**src/rtl/mips_isa_pkg.sv**
```systemverilog
`default_nettype none
// ============================================================================
// Module   : mips_isa_pkg
// Purpose  : MIPS opcode/func constants and instruction-format classification
//            shared by the program loader and the controller.
// Revision : 1.0 - initial release
// ============================================================================
package mips_isa_pkg;

    localparam logic [5:0] OP_RTYPE = 6'd0;
    localparam logic [5:0] OP_J     = 6'd2;
    localparam logic [5:0] OP_JAL   = 6'd3;
    localparam logic [5:0] OP_BEQ   = 6'd4;
    localparam logic [5:0] OP_BNE   = 6'd5;
    localparam logic [5:0] OP_ADDI  = 6'd8;
    localparam logic [5:0] OP_SLTI  = 6'd10;
    localparam logic [5:0] OP_ANDI  = 6'd12;
    localparam logic [5:0] OP_ORI   = 6'd13;
    localparam logic [5:0] OP_LUI   = 6'd15;
    localparam logic [5:0] OP_LW    = 6'd35;
    localparam logic [5:0] OP_SW    = 6'd43;

    localparam logic [5:0] FN_SLL   = 6'd0;
    localparam logic [5:0] FN_SRL   = 6'd2;
    localparam logic [5:0] FN_JR    = 6'd8;
    localparam logic [5:0] FN_ADD   = 6'd32;
    localparam logic [5:0] FN_SUB   = 6'd34;
    localparam logic [5:0] FN_AND   = 6'd36;
    localparam logic [5:0] FN_OR    = 6'd37;
    localparam logic [5:0] FN_SLT   = 6'd42;

    typedef enum logic [1:0] {
        FMT_R   = 2'd0,
        FMT_I   = 2'd1,
        FMT_J   = 2'd2,
        FMT_BAD = 2'd3
    } instr_fmt_t;

    function automatic instr_fmt_t opcode_fmt(input logic [5:0] op);
        instr_fmt_t f;
        case (op)
            OP_RTYPE:                          f = FMT_R;
            OP_J, OP_JAL:                      f = FMT_J;
            OP_BEQ, OP_BNE, OP_ADDI, OP_SLTI,
            OP_ANDI, OP_ORI, OP_LUI, OP_LW,
            OP_SW:                             f = FMT_I;
            default:                           f = FMT_BAD;
        endcase
        return f;
    endfunction

endpackage
`default_nettype wire

```
**src/rtl/instr_format_encoder.sv**
```systemverilog
`default_nettype none
// ============================================================================
// Module   : instr_format_encoder
// Purpose  : Packs instruction fields into a 32-bit MIPS word by format.
// Revision : 1.0 - initial release
// ============================================================================
module instr_format_encoder
    import mips_isa_pkg::*;
(
    input  logic [5:0]  opcode,
    input  logic [4:0]  rs,
    input  logic [4:0]  rt,
    input  logic [4:0]  rd,
    input  logic [4:0]  shamt,
    input  logic [5:0]  func,
    input  logic [15:0] imm,
    input  logic [25:0] target,
    output instr_fmt_t  fmt,
    output logic [31:0] word
);

    always_comb begin
        fmt  = opcode_fmt(opcode);
        word = 32'd0;
        case (fmt)
            FMT_R:   word = {opcode, rs, rt, rd, shamt, func};
            FMT_I:   word = {opcode, rs, rt, imm};
            FMT_J:   word = {opcode, target};
            default: word = 32'd0;
        endcase
    end

endmodule
`default_nettype wire

```
**src/rtl/imem_program_loader.sv**
```systemverilog
`default_nettype none
// ============================================================================
// Module   : imem_program_loader
// Purpose  : Accepts field-level instruction requests and writes encoded words
//            to consecutive instruction-memory addresses.
// Revision : 1.0 - initial release
// ============================================================================
module imem_program_loader
    import mips_isa_pkg::*;
#(
    parameter int ADDR_W    = 8,
    parameter int BASE_ADDR = 0
) (
    input  logic              clk,
    input  logic              rst,
    input  logic              start,
    input  logic              in_valid,
    output logic              in_ready,
    input  logic [5:0]        in_opcode,
    input  logic [4:0]        in_rs,
    input  logic [4:0]        in_rt,
    input  logic [4:0]        in_rd,
    input  logic [4:0]        in_shamt,
    input  logic [5:0]        in_func,
    input  logic [15:0]       in_imm,
    input  logic [25:0]       in_target,
    input  logic              in_last,
    output logic              mem_we,
    output logic [ADDR_W-1:0] mem_addr,
    output logic [31:0]       mem_wdata,
    output logic              busy,
    output logic              done,
    output logic              err_unsupported,
    output logic              err_overflow,
    output logic [ADDR_W:0]   word_count
);

    localparam int DEPTH = 2 ** ADDR_W;

    localparam logic [ADDR_W:0]   c_depth    = (ADDR_W + 1)'(DEPTH);
    localparam logic [ADDR_W:0]   c_last_cnt = (ADDR_W + 1)'(DEPTH - 1);
    localparam logic [ADDR_W-1:0] c_base     = ADDR_W'(BASE_ADDR);

    localparam logic [2:0] S_IDLE  = 3'd0;
    localparam logic [2:0] S_LOAD  = 3'd1;
    localparam logic [2:0] S_DRAIN = 3'd2;
    localparam logic [2:0] S_DONE  = 3'd3;
    localparam logic [2:0] S_OVF   = 3'd4;

    logic [2:0]        r_state;
    logic [ADDR_W-1:0] r_addr;
    logic [ADDR_W:0]   r_word_count;
    logic              r_mem_we;
    logic [ADDR_W-1:0] r_mem_addr;
    logic [31:0]       r_mem_wdata;
    logic              r_done;
    logic              r_err_unsupported;
    logic              r_err_overflow;

    instr_fmt_t        w_fmt;
    logic [31:0]       w_word;
    logic              w_accept;
    logic              w_supported;

    instr_format_encoder u_encoder (
        .opcode (in_opcode),
        .rs     (in_rs),
        .rt     (in_rt),
        .rd     (in_rd),
        .shamt  (in_shamt),
        .func   (in_func),
        .imm    (in_imm),
        .target (in_target),
        .fmt    (w_fmt),
        .word   (w_word)
    );

    assign in_ready    = (r_state == S_LOAD) && (r_word_count < c_depth);
    assign w_accept    = in_valid && in_ready;
    assign w_supported = (w_fmt != FMT_BAD);

    always_ff @(posedge clk) begin
        if (rst) begin
            r_state           <= S_IDLE;
            r_addr            <= c_base;
            r_word_count      <= '0;
            r_mem_we          <= 1'b0;
            r_mem_addr        <= '0;
            r_mem_wdata       <= 32'd0;
            r_done            <= 1'b0;
            r_err_unsupported <= 1'b0;
            r_err_overflow    <= 1'b0;
        end else begin
            r_mem_we <= 1'b0;
            r_done   <= 1'b0;
            case (r_state)
                S_IDLE, S_OVF: begin
                    if (start) begin
                        r_state           <= S_LOAD;
                        r_addr            <= c_base;
                        r_word_count      <= '0;
                        r_err_unsupported <= 1'b0;
                        r_err_overflow    <= 1'b0;
                    end
                end
                S_LOAD: begin
                    if (w_accept) begin
                        if (w_supported) begin
                            r_mem_we     <= 1'b1;
                            r_mem_addr   <= r_addr;
                            r_mem_wdata  <= w_word;
                            r_addr       <= r_addr + 1'b1;
                            r_word_count <= r_word_count + 1'b1;
                        end else begin
                            r_err_unsupported <= 1'b1;
                        end
                        // in_last takes priority over filling the last slot
                        if (in_last) begin
                            r_state <= S_DRAIN;
                        end else if (w_supported && (r_word_count == c_last_cnt)) begin
                            r_state        <= S_OVF;
                            r_err_overflow <= 1'b1;
                        end
                    end
                end
                S_DRAIN: begin
                    r_state <= S_DONE;
                    r_done  <= 1'b1;
                end
                S_DONE: begin
                    r_state <= S_IDLE;
                end
                default: begin
                    r_state <= S_IDLE;
                end
            endcase
        end
    end

    assign busy            = (r_state == S_LOAD) || (r_state == S_DRAIN);
    assign mem_we          = r_mem_we;
    assign mem_addr        = r_mem_addr;
    assign mem_wdata       = r_mem_wdata;
    assign done            = r_done;
    assign err_unsupported = r_err_unsupported;
    assign err_overflow    = r_err_overflow;
    assign word_count      = r_word_count;

endmodule
`default_nettype wire

```
**config.mk**
```make
export PLATFORM = sky130hd
export DESIGN_NAME = imem_program_loader
export DESIGN_NICKNAME = d
export VERILOG_FILES = /design/src/rtl/mips_isa_pkg.sv /design/src/rtl/instr_format_encoder.sv /design/src/rtl/imem_program_loader.sv
export SDC_FILE = /design/constraint.sdc
export NUM_CORES = 1
export LEC_CHECK = 0
export CORE_ASPECT_RATIO = 2
export CORE_MARGIN = 2
export CORE_UTILIZATION = 35
export DETAILED_ROUTE_END_ITERATION = 10
export PLACE_DENSITY = 0.8
export SETUP_SLACK_MARGIN = 0.1
export SLEW_MARGIN = 20
export SYNTH_ARGS = -nofsm -noshare
export SYNTH_HDL_FRONTEND = slang
export SYNTH_SLANG_ARGS = --single-unit
export TNS_END_PERCENT = 100
```
**constraint.sdc**
```tcl
create_clock -name clk -period 2.29 [get_ports clk]
set_input_delay 0.3435 -clock clk [delete_from_list [all_inputs] [get_ports clk]]
set_output_delay 0.3435 -clock clk [all_outputs]
set_load 0.1 [all_outputs]
```
==> impl_metrics.csv, run 1 <==
group,metric,value,unit
floorplanning,core_area,8292,um2
timing,timing.hold.ws,0.4252,ns
cts,cts_tree,"built",
timing,period_minus_slack,2.121,ns
floorplanning,pin_count,134,
placed_design,gp_congestion,0.8186,
floorplanning,die_w,69.40,um
grt,grt_start_max_net_pins,28,
critical_path,r2r_start,"r_state[2]$_SDFFE_PP0P_",
grt,grt_pass1_vias,3210,
routing,drtIter0Drc,161,
cts,clock_latency,0.33,ns
yosys,ys_seq_elements,64,
yosys,yosys.area.top_type_share,42.79,%
yosys,synthMuxAreaShare,5.098,%
yosys,yosys.area_share.simple,15.55,%
routing,viasPerCell,5.389,
routing,post_drt_wl_per_cell,15.76,um
timing,setup_viol,0,
cts,cts_root_buf,"clkbuf_16",
timing,final_hold_viol_count,0,
timing,tns,0,ns
routing,drc,0,
floorplanning,dieArea,9355,um2
cts,cts_num_sinks,64,
cts,cts-hold-fix-buffers,0,
final_layout,postLayoutCoreUtil,58.55,%
power_and_ir_drop,p_leak,1.955,nW
critical_path,regToRegSetupSlack,0.19,ns
floorplanning,die_y,134.8,um
routing,drt-total-wl,9392,um
yosys,synth-xor-area-share,0.5850,%
critical_path,rr_endpoint,"r_addr[5]$_SDFFE_PP0P_",
placed_design,dpl.hpwl,6966,um
grt,grt_antenna_before_repair,0,
cts,cts_buffer_depth,2,
yosys,synth.cell_area,2994,um2
routing,postRouteAntennaNets,0,
final_layout,drive_gt1_share,23.90,%
floorplanning,start_util,36.11,%
timing,rsz0062_at_grt,"yes",
yosys,synth_ff_type,"dfxtp_1",
yosys,ys_types,43,
floorplanning,rows,47,
power_and_ir_drop,p_per_area,646.4,nW/um2
yosys,yosys.area.top_type,"dfxtp_1",
grt,grt_use_total,20.07,%
yosys,yosysWarnings,0,
timing,max_slew_margin,63.79,%
final_layout,nNetsFinal,575,
placed_design,io_buffers,133,
final_layout,antennaDiodeCount,0,
yosys,synth_compound_area_share,26.83,%
timing,max_clock_freq,471.5,MHz
critical_path,cp.arrival,2.35,ns
yosys,synth_top_family_by_area,"compound AO/OA/AOI/OAI gates",
yosys,synthAdderAreaFrac,1.254,%
critical_path,crit_type,"in -> reg",
critical_path,crit_start,"in_opcode[3]",
grt,grt_pass1_wl,15100,um
yosys,synth-edff-count,0,
timing,fin_crit_sh,92.61,%
critical_path,worstSetupEndpoint,"mem_wdata[18]$_SDFFE_PP0P_",
yosys,async_flop_share,0,%
grt,grt-ovfl-total,0,
timing,final_max_slew_viol_count,0,
placed_design,numPlacedInstances,580,
yosys,synth_nets,428,
timing,tightest_slew,0.5431,ns
power_and_ir_drop,irDropWorstVdd,0.4400,mV
cts,clkSlewWorstSetupHoldPaths,0.05,ns
final_layout,area_growth,62.14,%
critical_path,reg2reg_depth,6,
critical_path,start_kind,"input port",
critical_path,worstPathMaxFanout,24,
routing,num_vias,3212,
final_layout,fin_cells,596,
routing,drt_first_pass_iters,4,
critical_path,endpoint_kind,"register",
run_status,status,"finished, final reports clean",
yosys,syn_inst,346,
yosys,synth_area_per_cell,8.654,um2
cts,cts-buffers-inserted,9,
min_path,holdCritPathClass,"in -> reg",
critical_path,worstPathRequired,2.52,ns
yosys,synth_seq_area_share,42.79,%
timing,finClkSkew,0.004741,ns
yosys,synth.top_cells.by_area,"dfxtp_1, a21oi_1, a221oi_1, mux2i_1, a22oi_1",
flow_run,cap_violations,0,
cts,cts_max_level,3,
cell usage after synthesis, types with 3 or more instances:
| library cell | count |
|---|---|
| a221oi_1 | 25 |
| nand2_1 | 12 |
| nand3_1 | 8 |
| buf_2 | 9 |
| o21ai_0 | 13 |
| o21ai_1 | 3 |
| nor3_1 | 4 |
| or3_1 | 7 |
| a22oi_1 | 16 |
| o31ai_1 | 7 |
| nor2b_1 | 3 |
| nor2_1 | 27 |
| inv_1 | 30 |
| clkbuf_1 | 16 |
| or4_1 | 8 |
| mux2i_1 | 13 |
| a21oi_1 | 46 |
| dfxtp_1 | 64 |
| ha_1 | 3 |
| nand2b_1 | 3 |
final cells by class:
type / instances / area, um2
well taps: 98 / 122.6
clock inverters: 3 / 65.06
multi-input cells: 225 / 1509
clock buffers: 13 / 250.2
repair buffers: 163 / 1505
fillers: 732 / 3437
inverters: 30 / 112.6
flip-flops and latches: 64 / 1290
placed cells by master (no fill, tap or decap), drive strengths merged, types with 2 or more instances in the layout:
cell type	Yosys	routed
nor2b	3	3
o21ai	16	16
nor3b	2	2
nor4b	2	2
mux2	2	2
a211oi	2	2
nand2b	3	3
dfxtp	64	64
a22oi	17	17
nand2	12	12
a31oi	2	2
mux2i	13	13
a2111oi	2	2
nor3	4	4
ha	3	3
a21oi	46	46
bufinv	0	2
buf	11	86
o31ai	7	7
inv	30	30
nand4	2	2
nor2	27	27
xor2	2	2
nand3	8	8
clkbuf	16	13
or3	7	7
or4	8	8
clkdlybuf4s50	0	77
a221oi	25	25
power breakdown:
group	internal [mW]	switching (mW)	leakage [nW]	total, mW
Combinational	0.228	0.306	1.28	0.534
Sequential	1.14	0.0114	0.520	1.15
Clock	0.981	0.476	0.154	1.46
worst min path at each step:
stage	depth (start not counted)	slack, ns	endpoint	from
after floorplan	2	0.45	r_addr[7]$_SDFFE_PP0P_	r_addr[7]$_SDFFE_PP0P_
after global placement	2	0.44	err_unsupported$_SDFFE_PP0P_	err_unsupported$_SDFFE_PP0P_
after detailed placement	2	0.45	err_unsupported$_SDFFE_PP0P_	err_unsupported$_SDFFE_PP0P_
after CTS	2	0.40	r_state[2]$_SDFFE_PP0P_	rst
after global routing	2	0.42	r_state[2]$_SDFFE_PP0P_	rst
final	2	0.43	mem_wdata[28]$_SDFFE_PP0P_	rst
cells by family (layout without fill, tap and decap cells):
logic type | after synthesis | in the layout
buf+inv | 57 | 209
simple gates | 83 | 83
xor+xnor | 2 | 2
fa+ha+maj | 3 | 3
compound gates | 122 | 122
flops | 64 | 64
mux | 15 | 15
critical path, cell delays in order:
cell and delay, ns:
clkdlybuf4s50_1 0.47, nor2b_1 0.21, mux2_2 0.40, a22oi_2 0.25
buf_12 0.21, buf_12 0.14, a21oi_1 0.04, a221oi_1 0.27
routing by layer:
metal  wire length (um)  part of all wire, %  vias up  GRT usage, %
met1               3473                   37     1506         20.88
met2               5178                   55      119         37.29
li1                   -                    -     1572             -
met3                553                  5.9       15         4.104
met4                186                  2.0        0         10.35
met5                  0                    0        -             0
repair_timing:
item                       in CTS  in global routing
buffers inserted                0                  0
gates resized for setup         0                  5
setup endpoints to repair       0                 17
metrics by stage:
step / total power, mW / cell area [um2] / worst slack, ns
floorplan: 1.458 / 3009 / -0.1038
CTS: 3.165 / 4837 / 0.1106
finish: 3.138 / 4855 / 0.1692
detailed placement: 1.700 / 4522 / -0.1580
global placement: 1.690 / 4522 / -0.07885
global route: 3.248 / 4855 / 0.07818
state kept, by name, indices dropped and copies added (netlist names):
register	flops
r_state	3
word_count	9
mem_we	1
mem_wdata	32
err_overflow	1
err_unsupported	1
mem_addr	8
r_addr	8
done	1
No activity file was read; power rests on OpenSTA's default activity.
==> run 2, diff against run 1 <==
CORE_UTILIZATION = 42   (was 35)
PLACE_DENSITY = 0.92   (was 0.8)
==> impl_metrics.csv, run 2 (synthesis results as in run 1) <==
group,metric,value,unit
critical_path,crit_family,"simple AND/OR/NAND/NOR gates",
final_layout,largest_reg_flops,32,
power_and_ir_drop,p_per_area,619.2,nW/um2
floorplanning,core_area,6940,um2
cts,cts-buffers-inserted,9,
timing,rsz0062_at_grt,"yes",
critical_path,regToRegSetupSlack,0.18,ns
min_path,holdCritPathClass,"in -> reg",
floorplanning,pin_count,134,
cts,clkSlewWorstSetupHoldPaths,0.06,ns
timing,period_minus_slack,2.111,ns
final_layout,layout_common_cells,"clkdlybuf4s50_1, buf_4, dfxtp_1, a21oi_1, inv_1",
critical_path,crit_chain,"clkdlybuf4s50_1 -> mux2_2 -> nor2_1 -> a22oi_2 -> buf_12 -> or4_1 -> a21oi_1",
final_layout,stdcell_area,4887,um2
routing,post_drt_wl_per_cell,15.77,um
final_layout,nFillCells,509,
routing,drtIter0Drc,230,
critical_path,endpoint_kind,"register",
cts,cts_num_sinks,64,
grt,grt_pass1_vias,3126,
placed_design,dpl_cell_area,4498,um2
timing,tightest_slew,0.5434,ns
floorplanning,die_y,123.4,um
timing,max_slew_margin,63.77,%
critical_path,crit_type,"in -> reg",
timing,timing.hold.ws,0.4235,ns
timing,finClkSkew,0.003389,ns
placed_design,gp_congestion,0.7986,
timing,final_hold_viol_count,0,
critical_path,crit_start,"in_opcode[2]",
grt,grt-ovfl-total,0,
run_status,status,"finished, final reports clean",
power_and_ir_drop,p_leak,1.954,nW
routing,viasPerCell,5.460,
final_layout,nNetsFinal,576,
cts,cts_root_buf,"clkbuf_16",
timing,max_clock_freq,473.7,MHz
cts,cts-hold-fix-buffers,0,
critical_path,worstPathRequired,2.54,ns
flow_run,cap_violations,0,
critical_path,r2r_start,"r_state[2]$_SDFFE_PP0P_",
critical_path,reg2reg_depth,6,
grt,grt_start_max_net_pins,38,
critical_path,slowest_delay,0.50,ns
cts,clock_latency,0.33,ns
cts,cts_tree,"built",
min_path,holdPathStages,2,
floorplanning,start_util,43.14,%
final_layout,final_common_cell,"clkdlybuf4s50_1",
timing,final_max_slew_viol_count,0,
critical_path,crit_path_top_delay_cell,"or4_1",
critical_path,start_kind,"input port",
floorplanning,dieArea,7861,um2
placed_design,io_buffers,133,
critical_path,worstPathMaxFanout,27,
final_layout,drive_gt1_share,25.25,%
floorplanning,die_w,63.70,um
routing,drc,0,
routing,drt-total-wl,9291,um
critical_path,crit_buf_inv,2,
final_layout,antennaDiodeCount,0,
critical_path,cp.arrival,2.36,ns
timing,setup_viol,0,
routing,num_vias,3216,
critical_path,worstSetupEndpoint,"r_addr[6]$_SDFFE_PP0P_",
placed_design,dpl.hpwl,6733,um
critical_path,worst-path-stages,7,
routing,postRouteAntennaNets,0,
routing,drt_first_pass_iters,4,
grt,grt_pass1_wl,14250,um
floorplanning,rows,43,
grt,grt_use_total,22.95,%
cts,cts_buffer_depth,2,
grt,grt_antenna_before_repair,0,
final_layout,area_growth,63.23,%
power_and_ir_drop,irDropWorstVdd,0.6579,mV
timing,fin_crit_sh,92.18,%
critical_path,rr_endpoint,"r_addr[6]$_SDFFE_PP0P_",
cts,cts_max_level,3,
final_layout,postLayoutCoreUtil,70.42,%
==> run 2: cell types whose count changed in the layout (fill, tap and decap cells not counted), sizes merged <==
cell,previous run,this run
clkbuf,13,10
clkinvlp,0,3
bufinv,2,1
clkinv,1,2
inv,30,31
==> run 2: repair_timing <==
item                                    4_1_cts  5_1_grt
gates resized for setup                       1        9
endpoints found under the setup margin        1       26
gates cloned                                  0        1
pin swaps                                     0        1
buffers inserted                              0        1
==> run 2: cell type report <==
cell class	instances	area (um2)	area share, %
repair buffers	164	1543	31.57
multi-input cells	225	1533	31.36
flip-flops and latches	64	1290	26.40
clock buffers	9	225.2	4.608
inverters	30	112.6	2.304
well taps	90	112.6	2.304
clock inverters	7	71.32	1.459
==> run 2: worst min-delay path by stage <==
stage / startpoint / endpoint
2_1_floorplan: r_addr[7]$_SDFFE_PP0P_ / r_addr[7]$_SDFFE_PP0P_
5_1_grt: rst / mem_addr[5]$_SDFFE_PP0P_
4_1_cts: rst / mem_wdata[27]$_SDFFE_PP0P_
3_3_place_gp: mem_wdata[31]$_SDFFE_PP0P_ / mem_wdata[31]$_SDFFE_PP0P_
6_report: rst / mem_wdata[27]$_SDFFE_PP0P_
3_5_place_dp: mem_wdata[31]$_SDFFE_PP0P_ / mem_wdata[31]$_SDFFE_PP0P_
==> run 2: report_power, final <==
part / leakage (nW) / total, mW / internal, mW / switching, mW
registers: 0.520 / 1.15 / 1.14 / 0.0120
logic: 1.30 / 0.540 / 0.231 / 0.309
clock network: 0.138 / 1.34 / 0.840 / 0.498
==> run 2: worst register-to-register path, cell delays in order, from the launching register on <==
cell	delay (ns)
dfxtp_1	0.31
or3b_4	0.44
nor4b_4	0.29
a22oi_2	0.13
buf_12	0.18
or4_1	0.50
a21oi_1	0.18
==> run 2: metrics by stage <==
step	power [mW]	setup WS (ns)	instances	TNS, ns
2_1_floorplan	1.458	-0.1038	346	-0.1038
3_3_place_gp	1.687	-0.05575	571	-0.9448
3_5_place_dp	1.697	-0.1849	571	-4.275
4_1_cts	3.038	0.1200	587	0
5_1_grt	3.122	0.08602	589	0
6_report	3.026	0.1790	589	0
==> run 2: metal layers <==
layer	up-vias	share of wire, %	GRT usage [%]
li1	1572	-	-
met5	-	0	0
met1	1517	37	22.62
met2	109	56	43.82
met3	18	5.5	6.187
met4	0	2.1	10.19
==> RTL change, RTL diff (config.mk and constraints of run 2) <==
Put one more register stage on the output `err_unsupported`. The value now appears one clock later. The other outputs are not delayed to match.
--- a/src/rtl/imem_program_loader.sv
+++ b/src/rtl/imem_program_loader.sv
@@ -143,5 +143,7 @@
     assign mem_wdata       = r_mem_wdata;
     assign done            = r_done;
-    assign err_unsupported = r_err_unsupported;
+    always_ff @(posedge clk) begin
+        err_unsupported <= r_err_unsupported;
+    end
     assign err_overflow    = r_err_overflow;
     assign word_count      = r_word_count;
Function: changed (Yosys sat finds a counterexample within 4 cycles, from zero or initial values and one cycle with rst high).
==> RTL change against run 2 <==
  * Worst setup slack better by 0.0018 ns
  * Die area is 0.64% higher
  * Cell area down 1.3%
  * Routed wire length shrank 1.2%
  * Global-route usage fell by 0.13 points
  * Area after synthesis increased by 0.67%
  * Total power grew 1.5%
  * Via count up 1.0%
  * Critical path type is now reg2reg
  * Sequential cell count is 1 higher
==> RTL change: results (changes against run 2) <==
| Metric | Value |
|---|---|
| Top cells by area, synth | dfxtp_1, a21oi_1, a221oi_1, mux2i_1, a22oi_1 |
| Vias per std cell | 5.56 (+1.9%) |
| Diodes inserted | 0 (unchanged) |
| Postcts setup bufs | 0 (unchanged) |
| Clock Latency Late Sink | 0.32 ns |
| Seq. pwr | 1170 µW |
| Routed wire length | 9.18 mm (-1.2%) |
| Drt first pass iters | 5 (+1) |
| Drt first-iter violations | 214 (-7.0%) |
| Outcome | finished clean |
| Post-synthesis sequential area ratio | 43.2% (+0.38 points) |
| Port Buffers | 133 (unchanged) |
| Combinational power share | 17.3% (-0.6 points) |
| Largest net degree at the start of global routing | 32 (-16%) |
| # fillers | 530 (+4.1%) |
| Synth unique cells | 43 (unchanged) |
| Max FO, Critical Path | 4 (-85%) |
| Layout Cells excl Fill | 584 (-0.85%) |
| Switch Pwr | 795 µW (-3.1%) |
| Mux cell area share after synthesis | 5.06% (-0.034 points) |
| Setup WS pre-CTS | -0.138 ns (+0.0471 ns) |
| Syn Nets | 429 (+0.23%) |
| Max reg flops | 32 (unchanged) |
| Global placement routability congestion | 0.775 (-2.9%) |
| Worst hold path type | reg2reg |
| Critical Path AT | 2.36 ns (about the same) |
| Longest Clk Path Bufs | 2 (unchanged) |
| GRT Resource Usage Total | 22.8% (-0.13 points) |
| CTS Root Cell | clkbuf_16 |
| Slew @ Worst Pin | 0.563 ns (+0.0192 ns) |
| Synth Area in Compound Gates | 26.7% (-0.18 points) |
| Placed Area | 0.00450 mm² (about the same) |
| First-pass GRT wire length | 14.3 mm (+0.53%) |
| Resize count post-CTS | 2 (+1) |
| DP HPWL | 6.86 mm (+1.9%) |
| Layout cells sized above 1 | 23.9% (-1.4 points) |
| Leakage | 0.00194 µW (-0.53%) |
| Initial antenna violation count | 0 (unchanged) |
| Sw Ratio | 25.9% (-1.2 points) |
| Nets | 571 (-0.87%) |
| Reg clk slew, reported paths | 0.05 ns |
| Maximum vdd ir drop | 829 µV (+26%) |
| H-tree depth | 3 (unchanged) |
| Post-synth top cells | dfxtp_1, a21oi_1, inv_1 |
| Post-Syn Instances | 347 (+0.29%) |
| Critical path's top delay family | simple AND/OR/NAND/NOR gates |
| YS warnings | 0 (unchanged) |
| Synth async-reset ratio | 0% (unchanged) |
| Post-Route Skew | 0.00530 ns (+0.00191 ns) |
| Xor and xnor area share after synthesis | 0.581% (-0.0039 points) |
| Total CTS buffers | 9 (unchanged) |
| Worst path max stage delay | about 0.49 ns |
| Post-synthesis adder-cell area fraction | 1.25% (-0.0083 points) |
| CP max stage cell | or4_1 |
[RTL change: final timing paths]
check	start	endpoint	slack, ns	cells after the start
setup / recovery	word_count[0]$_SDFFE_PP0P_	r_state[2]$_SDFFE_PP0P_	0.18	8
hold / removal	r_err_unsupported$_SDFFE_PP0P_	err_unsupported$_DFF_P_	0.35	0
setup reg to reg	word_count[0]$_SDFFE_PP0P_	r_state[2]$_SDFFE_PP0P_	0.18	8
hold reg to reg	r_err_unsupported$_SDFFE_PP0P_	err_unsupported$_DFF_P_	0.35	0
[RTL change: metal layers]
layer  up-vias  routed length (µm)  global-route usage [%]
met1      1515                3270                    23.6
met3        25                 614                    5.60
met5         -                   0                       0
met4         0                 303                    11.4
met2       144                4990                    41.9
li1       1565                   -                       -
[RTL change: layout make-up]
class	instances	area [µm²]	share of cell area, %
clock buffer	11	253	5.24
tap	90	113	2.34
multi-input combinational	225	1500	31.2
clock inverter	5	53.8	1.12
inverter	30	113	2.34
timing repair buffer	158	1480	30.6
sequential	65	1310	27.2
